===== config.mk =====
export PLATFORM = sky130hd
export DESIGN_NAME = leb128_encoder_flat
export DESIGN_NICKNAME = d
export VERILOG_FILES = /design/src/rtl/leb128_encoder_if.sv /design/src/rtl/leb128_encoder.sv /design/src/flat_wrapper.sv
export SDC_FILE = /design/constraint.sdc
export NUM_CORES = 1
export LEC_CHECK = 0
export ABC_AREA = 0
export CAP_MARGIN = 25
export CORE_AREA = 5 5 97 99
export DETAILED_ROUTE_END_ITERATION = 16
export DIE_AREA = 0 0 102 104
export PLACE_DENSITY_LB_ADDON = 0.05
export SLEW_MARGIN = 0
export SYNTH_ARGS = -nofsm -noshare
export SYNTH_HDL_FRONTEND = slang
export SYNTH_SLANG_ARGS = --single-unit

===== constraint.sdc =====
create_clock -name clk -period 3.2 [get_ports clk]
set_input_delay 0.64 -clock clk [delete_from_list [all_inputs] [get_ports clk]]
set_output_delay 0.64 -clock clk [all_outputs]
set_load 0.03 [all_outputs]

===== src/rtl/leb128_encoder_if.sv =====
// leb128_encoder_if: operand-in / byte-out handshake bundle for the LEB128 encoder
//   in_value  [WIDTH] integer to encode       in_signed  1 = SLEB128, 0 = ULEB128
//   in_valid          operand valid            in_ready   encoder idle, takes operand
//   out_byte  [8]     {continuation, payload}  out_valid  out_byte valid
//   out_ready         downstream takes byte    out_last   final byte of sequence
//   out_index [4]     0-based byte index
//   master = producer of operands / consumer of bytes, slave = the encoder
interface leb128_encoder_if #(
    parameter int WIDTH = 64
);
    logic [WIDTH-1:0] in_value;
    logic             in_signed;
    logic             in_valid;
    logic             in_ready;
    logic [7:0]       out_byte;
    logic             out_valid;
    logic             out_ready;
    logic             out_last;
    logic [3:0]       out_index;

    modport master (
        output in_value, in_signed, in_valid, out_ready,
        input  in_ready, out_byte, out_valid, out_last, out_index
    );

    modport slave (
        input  in_value, in_signed, in_valid, out_ready,
        output in_ready, out_byte, out_valid, out_last, out_index
    );
endinterface


===== src/rtl/leb128_encoder.sv =====
// leb128_encoder: streams one WIDTH-bit integer out as a ULEB128/SLEB128 byte sequence
//   clk    rising-edge clock
//   reset  asynchronous active-high reset
//   bus    leb128_encoder_if slave: operand handshake in, byte handshake out
module leb128_encoder #(
    parameter int WIDTH = 64
) (
    input  logic clk,
    input  logic reset,
    leb128_encoder_if.slave bus
);
    localparam int MAX_BYTES = (WIDTH + 6) / 7;

    typedef enum logic {IDLE, EMIT} state_t;

    state_t           state_q, state_d;
    logic [WIDTH-1:0] val_q, val_d;
    logic             sgn_q, sgn_d;
    logic [3:0]       idx_q, idx_d;
    logic [WIDTH-1:0] sra, srl;
    logic             last, emit;

    assign sra  = $signed(val_q) >>> 7;
    assign srl  = val_q >> 7;
    // Signed sequences end once the remainder is pure sign extension of payload bit 6;
    // the index cap guarantees termination at MAX_BYTES regardless.
    assign last = (idx_q == 4'(MAX_BYTES - 1)) | (sgn_q ? (sra == {WIDTH{val_q[6]}}) : (srl == '0));
    assign emit = state_q == EMIT;

    // Outputs are masked outside EMIT so reset and idle both present all-zero bytes.
    assign bus.in_ready  = (state_q == IDLE) & ~reset;
    assign bus.out_valid = emit;
    assign bus.out_last  = emit & last;
    assign bus.out_byte  = emit ? {~last, val_q[6:0]} : 8'h00;
    assign bus.out_index = idx_q;

    always_comb begin
        state_d = state_q;
        val_d   = val_q;
        sgn_d   = sgn_q;
        idx_d   = idx_q;
        if (state_q == IDLE) begin
            if (bus.in_valid) begin
                state_d = EMIT;
                val_d   = bus.in_value;
                sgn_d   = bus.in_signed;
                idx_d   = 4'd0;
            end
        end else if (bus.out_ready) begin
            state_d = last ? IDLE : EMIT;
            val_d   = last ? val_q : (sgn_q ? sra : srl);
            idx_d   = last ? idx_q : idx_q + 4'd1;
        end
    end

    always_ff @(posedge clk or posedge reset) begin
        if (reset) begin
            state_q <= IDLE;
            val_q   <= '0;
            sgn_q   <= 1'b0;
            idx_q   <= 4'd0;
        end else begin
            state_q <= state_d;
            val_q   <= val_d;
            sgn_q   <= sgn_d;
            idx_q   <= idx_d;
        end
    end
endmodule


===== src/flat_wrapper.sv =====
// flat-port wrapper written by rule: the top's interface ports become plain ports
module leb128_encoder_flat 
#(
    parameter int WIDTH = 64
)
  (clk, reset, bus_in_value, bus_in_signed, bus_in_valid, bus_out_ready, bus_in_ready, bus_out_byte, bus_out_valid, bus_out_last, bus_out_index);
  leb128_encoder_if #(.WIDTH(WIDTH)) bus_i ();
  input  logic clk;
  input  logic reset;
  input wire logic [$bits(bus_i.in_value)-1:0] bus_in_value;
  input wire logic [$bits(bus_i.in_signed)-1:0] bus_in_signed;
  input wire logic [$bits(bus_i.in_valid)-1:0] bus_in_valid;
  input wire logic [$bits(bus_i.out_ready)-1:0] bus_out_ready;
  output wire logic [$bits(bus_i.in_ready)-1:0] bus_in_ready;
  output wire logic [$bits(bus_i.out_byte)-1:0] bus_out_byte;
  output wire logic [$bits(bus_i.out_valid)-1:0] bus_out_valid;
  output wire logic [$bits(bus_i.out_last)-1:0] bus_out_last;
  output wire logic [$bits(bus_i.out_index)-1:0] bus_out_index;
  assign bus_i.in_value = bus_in_value;
  assign bus_i.in_signed = bus_in_signed;
  assign bus_i.in_valid = bus_in_valid;
  assign bus_i.out_ready = bus_out_ready;
  assign bus_in_ready = bus_i.in_ready;
  assign bus_out_byte = bus_i.out_byte;
  assign bus_out_valid = bus_i.out_valid;
  assign bus_out_last = bus_i.out_last;
  assign bus_out_index = bus_i.out_index;
  leb128_encoder #(.WIDTH(WIDTH)) u_core (.clk(clk), .reset(reset), .bus(bus_i));
endmodule

==> flow_metrics.env, run 1 <==
export IMPL_critPathSlowestCell="or4_4"
export IMPL_yosys_warnings=0
export IMPL_antenna_found_initial=0
export IMPL_ir_drop_mv=0.473
export IMPL_core_um2=8470
export IMPL_netlist_area_um2=4030
export IMPL_seq_area_um2=1750
export IMPL_drv_slew=0
export IMPL_avgSynthCellArea_um2=12.9
export IMPL_fin_crit_ns=3.08
export IMPL_numPortBuffers=83
export IMPL_layout_drive_gt1_share_pct=40.0
export IMPL_critPathMaxStageDelay_ns=0.53
export IMPL_ys_ff_latch=70
export IMPL_period_share_pct=96.2
export IMPL_io_pins=84
export IMPL_dp_hpwl_um=6590
export IMPL_ys_flop_type="dfrtp_1"
export IMPL_crit_path_cell_trace="or4_4 -> nor4_4 -> buf_4 -> nand2_2 -> o31ai_2 -> a21oi_2 -> buf_6 -> nor2b_1 -> buf_4"
export IMPL_antenna_cells=0
export IMPL_ys_seq_area_share_pct=43.5
export IMPL_p_total_mw=5.32
export IMPL_synth_nets=382
export IMPL_vias=2788
export IMPL_power_leakage_nw=2.35
export IMPL_cts_tree="yes"
export IMPL_place_area_um2=4990
export IMPL_synth_commonest_cells="mux2_2, dfrtp_1, mux2_4, nand4_1, nor4_1"
export IMPL_die_y_um=104
export IMPL_required_ns=2.56
export IMPL_post_synth_top_count_cell="mux2_2"
export IMPL_drc=0
export IMPL_worstSetupEndpointType="output pin"
export IMPL_num_rows=34
export IMPL_r2r_slack_ns=0.24
export IMPL_worstSetupPathType="reg2out"
export IMPL_r2r_cells=11
export IMPL_clockBufferDepth=2
export IMPL_hold_viol=0
export IMPL_finClkSkew_ns=0.0161
export IMPL_final_area_um2=5260
export IMPL_r2r_start="u_core.val_q[61]"
export IMPL_power_density_nw_per_um2=1010
export IMPL_wl_per_cell_um=17.8
export IMPL_netlist_instances=311
export IMPL_synthTopCellsByArea="dfrtp_1, mux2_2, mux2_4"
export IMPL_via_per_inst=5.38
export IMPL_die_area_um2=10600
export IMPL_fin_setup_tns_ns=0
export IMPL_rr_endpoint="u_core.val_q[61]"
export IMPL_grt_pass1_vias=2816
export IMPL_clock_sinks=70
export IMPL_multi_input_area_um2=2170
export IMPL_start_util_pct=47.6
export IMPL_max_freq_mhz=325
export IMPL_htreeDepth=3
export IMPL_drt_iter0_markers=125
export IMPL_crit_top_cell="buf_4"
export IMPL_worst_hold_slack_ns=0.505
export IMPL_cts_root_buf="clkbuf_8"
export IMPL_relSlewSlack_pct=68.0
export IMPL_syn2layout_area_growth_pct=30.7
export IMPL_cp_start_kind="flip-flop"
export IMPL_track_usage_pct=17.8
export IMPL_gp_congestion=0.739
export IMPL_cts_buffers=9
export IMPL_setup_violations=0
export IMPL_worstPathArrival_ns=2.44
export IMPL_fill_cells=684
export IMPL_drv_cap=0
export IMPL_grt_max_degree=66
export IMPL_holdPathEnd="u_core.val_q[0]"
export IMPL_holdPathStages=1
export IMPL_synthArstFlopShare_pct=100
export IMPL_ys_types=32
export IMPL_wirelength_um=9230
export IMPL_synth_top_area_share_pct=43.5
export IMPL_die_w_um=102
export IMPL_clk_pin_slew_ns=0.07
export IMPL_clk_latency_ns=0.35
export IMPL_hp_class="reg2reg"
export IMPL_synth_edf_count=0
export IMPL_outcome="complete, no violations"
export IMPL_ant_nets=0
export IMPL_overflow=0
export IMPL_hp_start="u_core.val_q[0]"
export IMPL_yosysTopAreaCell="dfrtp_1"
export IMPL_worstMarginPinSlew_ns=0.481
export IMPL_grt_pass1_wl_um=14800
export IMPL_cp_max_fo=3
export IMPL_first_pass_iters=4
export IMPL_layout_nets=476
-- through the flow --
step | setup WS, ns | std cells | utilization [%]
6_report | 0.121 | 518 | 62.2
5_1_grt | -0.0346 | 518 | 62.2
4_1_cts | 0.00484 | 513 | 61.4
3_5_place_dp | 0.0723 | 496 | 59.0
3_3_place_gp | 0.126 | 496 | 59.0
2_1_floorplan | 0.481 | 311 | -
-- cells in the final DEF, fill, tap and decap left out, types with 2 or more instances in the layout --
| cell type | count |
|---|---|
| and2_1 | 8 |
| mux2_2 | 72 |
| nor4_1 | 13 |
| mux2_4 | 48 |
| buf_4 | 14 |
| inv_1 | 9 |
| dfrtp_1 | 69 |
| buf_12 | 2 |
| clkbuf_8 | 10 |
| nor3_1 | 3 |
| nand3_1 | 8 |
| and4_1 | 3 |
| nand4_1 | 13 |
| mux2i_1 | 3 |
| nor2_1 | 2 |
| nor2b_1 | 3 |
| clkdlybuf4s50_1 | 81 |
| clkinv_2 | 3 |
| nand2_1 | 11 |
| ha_1 | 2 |
| o21ai_0 | 11 |
-- power by group --
| group | internal (mW) | switching [mW] |
|---|---|---|
| Sequential | 1.30 | 0.468 |
| Clock | 0.378 | 0.341 |
| Combinational | 1.75 | 1.08 |
| Total | 3.43 | 1.89 |
-- per-layer routing --
metal | global-route usage (%) | vias up | share of wire (%)
li1 | - | 1345 | -
met1 | 26.6 | 1374 | 48
met2 | 25.9 | 57 | 46
met3 | 3.02 | 12 | 4.3
met4 | 6.28 | 0 | 1.6
met5 | 0 | - | 0
-- sequential cells by signal, summed over array words and instances, names as in the netlist --
name and count:
u_core.sgn_q 1, u_core.val_q 64, u_core.bus.out_index 4, u_core.bus.out_valid 1
-- repair_timing --
action	CTS	global route
setup endpoints to repair	2	2
pin swaps	1	4
hold buffers	0	0
buffers inserted	1	5
gates cloned	0	0
gates resized for setup	2	7
-- worst max-delay path, delay by kind of cell, from the launching register on --
| family | cells | cell delay [ns] |
|---|---|---|
| AND/OR/NAND/NOR | 4 | 0.93 |
| AO/OA/AOI/OAI | 2 | 0.30 |
| flip-flops | 1 | 0.40 |
| buffers and inverters | 3 | 0.46 |
-- final cells by class --
| class | instances | share of cell area (%) |
|---|---|---|
| repair buffers | 99 | 18.5 |
| inverters | 10 | 0.713 |
| flip-flops and latches | 70 | 33.3 |
| well taps | 108 | 2.57 |
| clock buffers | 10 | 2.62 |
| multi-input cells | 215 | 41.2 |
| clock inverters | 6 | 1.17 |
-- logic make-up (layout without fill, tap and decap cells) --
group | count (synthesis) | count (layout) | synth area share, %
flip-flops | 70 | 70 | 43.5
adder cells (fa/ha/maj) | 2 | 2 | 0.621
buffers and inverters | 26 | 125 | 3.57
XOR/XNOR | 1 | 1 | 0.218
multiplexers | 123 | 123 | 38.8
AND/OR/NAND/NOR | 71 | 71 | 10.3
AO/OA/AOI/OAI | 18 | 18 | 2.98
-- worst max-delay path by stage --
stage	startpoint	to	cells past startpoint
finish	u_core.val_q[61]	bus_out_last	9
global placement	u_core.val_q[60]	bus_out_byte[7]	7
CTS	u_core.val_q[60]	bus_out_byte[7]	7
global route	u_core.val_q[61]	bus_out_last	9
detailed placement	u_core.val_q[60]	bus_out_byte[7]	7
floorplan	u_core.val_q[60]	bus_out_last	6
Power figures use the tool's default switching activity.
==> run 2, diff against run 1 <==
Settings changed: CELL_PAD_IN_SITES_DETAIL_PLACEMENT set to 1, CELL_PAD_IN_SITES_GLOBAL_PLACEMENT set to 1, CORE_AREA 5 5 97 99 to 5 5 106 108, DIE_AREA 0 0 102 104 to 0 0 111 113, SLEW_MARGIN 0 to 5.
==> run 2 against run 1 <==
Effect of this change:
- setup slack improved by 0.066 ns
- utilization down 9.9 points
- count of clock-buffer cells in the layout increased by 2
- clock skew is 0.00076 ns lower
- sequential power about the same
- cell count is 5.4% higher
- sequential cell count stayed put
- first-iteration DRC count fell by 23%
==> flow_metrics.env, run 2 (synthesized netlist as in run 1, its figures left out) <==
export IMPL_critPathMaxStageDelay_ns=0.55
export IMPL_gp_congestion=0.772
export IMPL_drc=0
export IMPL_hold_buffers=0
export IMPL_wl_per_cell_um=19.0
export IMPL_num_rows=37
export IMPL_cts_root_buf="clkbuf_8"
export IMPL_overflow=0
export IMPL_ant_nets=0
export IMPL_core_um2=10100
export IMPL_final_area_um2=5300
export IMPL_crit_start="u_core.val_q[63]"
export IMPL_outcome="complete, no violations"
export IMPL_cts_buffers=9
export IMPL_multi_input_area_um2=2180
export IMPL_drt_iter0_markers=96
export IMPL_wirelength_um=10300
export IMPL_fin_crit_ns=3.01
export IMPL_io_pins=84
export IMPL_r2r_start="u_core.val_q[63]"
export IMPL_required_ns=2.56
export IMPL_die_w_um=111
export IMPL_fin_setup_tns_ns=0
export IMPL_first_pass_iters=2
export IMPL_drv_slew=0
export IMPL_layout_drive_gt1_share_pct=39.5
export IMPL_critPathSlowestCell="or4_4"
export IMPL_hp_class="reg2reg"
export IMPL_critical_path_buf_inv_count=2
export IMPL_layout_common_cells="clkdlybuf4s50_1, mux2_2, dfrtp_1"
export IMPL_drv_cap=0
export IMPL_max_freq_mhz=332
export IMPL_antenna_found_initial=0
export IMPL_r2r_slack_ns=0.36
export IMPL_die_y_um=113
export IMPL_grt_pass1_vias=3194
export IMPL_power_leakage_nw=2.35
export IMPL_fill_cells=1052
export IMPL_largest_register_ffs=64
export IMPL_numPortBuffers=83
export IMPL_crit_path_cell_trace="or4_4 -> nor4_4 -> o2111ai_2 -> a221oi_2 -> a21oi_2 -> buf_6 -> nor2b_4 -> buf_6"
export IMPL_syn2layout_area_growth_pct=31.6
export IMPL_hold_viol=0
export IMPL_seq_area_um2=1750
export IMPL_clk_latency_ns=0.34
export IMPL_rsz0062_at_grt="false"
export IMPL_rr_endpoint="u_core.val_q[24]"
export IMPL_worstSetupEndpointType="output pin"
export IMPL_cp_start_kind="flip-flop"
export IMPL_r2r_cells=9
export IMPL_clockBufferDepth=2
export IMPL_grt_max_degree=38
export IMPL_worstSetupPathType="reg2out"
export IMPL_holdPathEnd="u_core.val_q[1]"
export IMPL_track_usage_pct=17.4
export IMPL_layout_nets=476
export IMPL_power_density_nw_per_um2=1010
export IMPL_worstPathArrival_ns=2.37
export IMPL_period_share_pct=94.2
export IMPL_cts_tree="yes"
export IMPL_hp_start="u_core.val_q[1]"
export IMPL_cp_max_fo=6
export IMPL_final_common_cell="clkdlybuf4s50_1"
export IMPL_via_per_inst=5.10
export IMPL_htreeDepth=3
export IMPL_start_util_pct=39.7
export IMPL_crit_top_cell="buf_6"
export IMPL_clk_pin_slew_ns=0.07
export IMPL_holdPathStages=1
export IMPL_antenna_cells=0
export IMPL_grt_pass1_wl_um=17600
export IMPL_ir_drop_mv=0.346
export IMPL_largest_register="u_core.val_q"
export IMPL_die_area_um2=12500
export IMPL_place_area_um2=5070
export IMPL_relSlewSlack_pct=70.8
export IMPL_finClkSkew_ns=0.0153
export IMPL_clock_sinks=70
export IMPL_setup_violations=0
export IMPL_dp_hpwl_um=7800
export IMPL_vias=2784
export IMPL_crit_family="simple AND/OR/NAND/NOR gates"
export IMPL_worstMarginPinSlew_ns=0.434
## run 2: report_power, final
group          switching, mW  internal (mW)
registers              0.480           1.30
clock network          0.329          0.359
logic                   1.12           1.75
## run 2: timing repair
action,in CTS,in global routing
endpoints found under the setup margin,1,2
pin swaps,1,4
setup buffers,0,1
resized for setup,1,11
## run 2: per-layer routing
layer	track usage (%)	wire, um	share of wire [%]
met3	3.85	320	3.1
met5	0	0	0
met2	28.2	4960	48
met1	23.5	4920	48
met4	5.17	145	1.4
## run 2: worst max-delay path by stage
stage,end,cells past startpoint
2_1_floorplan,bus_out_last,6
3_3_place_gp,bus_out_byte[7],7
3_5_place_dp,bus_out_byte[7],7
4_1_cts,bus_out_byte[7],7
5_1_grt,bus_out_last,8
6_report,bus_out_last,8
## run 2: worst register-to-register path: cells and delay by family, from the launching register on
kind                   cells  cell delay (ns)
AO/OA/AOI/OAI              4             0.81
AND/OR/NAND/NOR            2             0.80
buffers and inverters      2             0.39
flip-flops                 1             0.38
multiplexers               1             0.34
## run 2: layout make-up
class | count | share of cell area (%)
repair buffers | 99 | 18.4
clock inverters | 4 | 0.897
inverters | 10 | 0.709
clock buffers | 12 | 2.55
multi-input cells | 215 | 41.1
well taps | 136 | 3.21
flip-flops and latches | 70 | 33.1
## run 2: through the flow
stage | total power [mW] | instances | utilization, % | hold WS, ns | worst slack [ns]
floorplan | 3.82 | 311 | - | 0.473 | 0.481
global placement | 4.57 | 529 | 50.0 | 0.489 | 0.152
detailed placement | 4.64 | 529 | 50.0 | 0.494 | 0.104
CTS | 5.35 | 545 | 51.8 | 0.516 | 0.0398
global route | 5.72 | 546 | 52.3 | 0.524 | 0.00338
finish | 5.34 | 546 | 52.3 | 0.506 | 0.187
==> run 3, diff against run 2 <==
Settings changed: CAP_MARGIN 25 to unset.
==> results of run 3 <==
The final DEF is identical to that of run 2; final timing and power are the same.
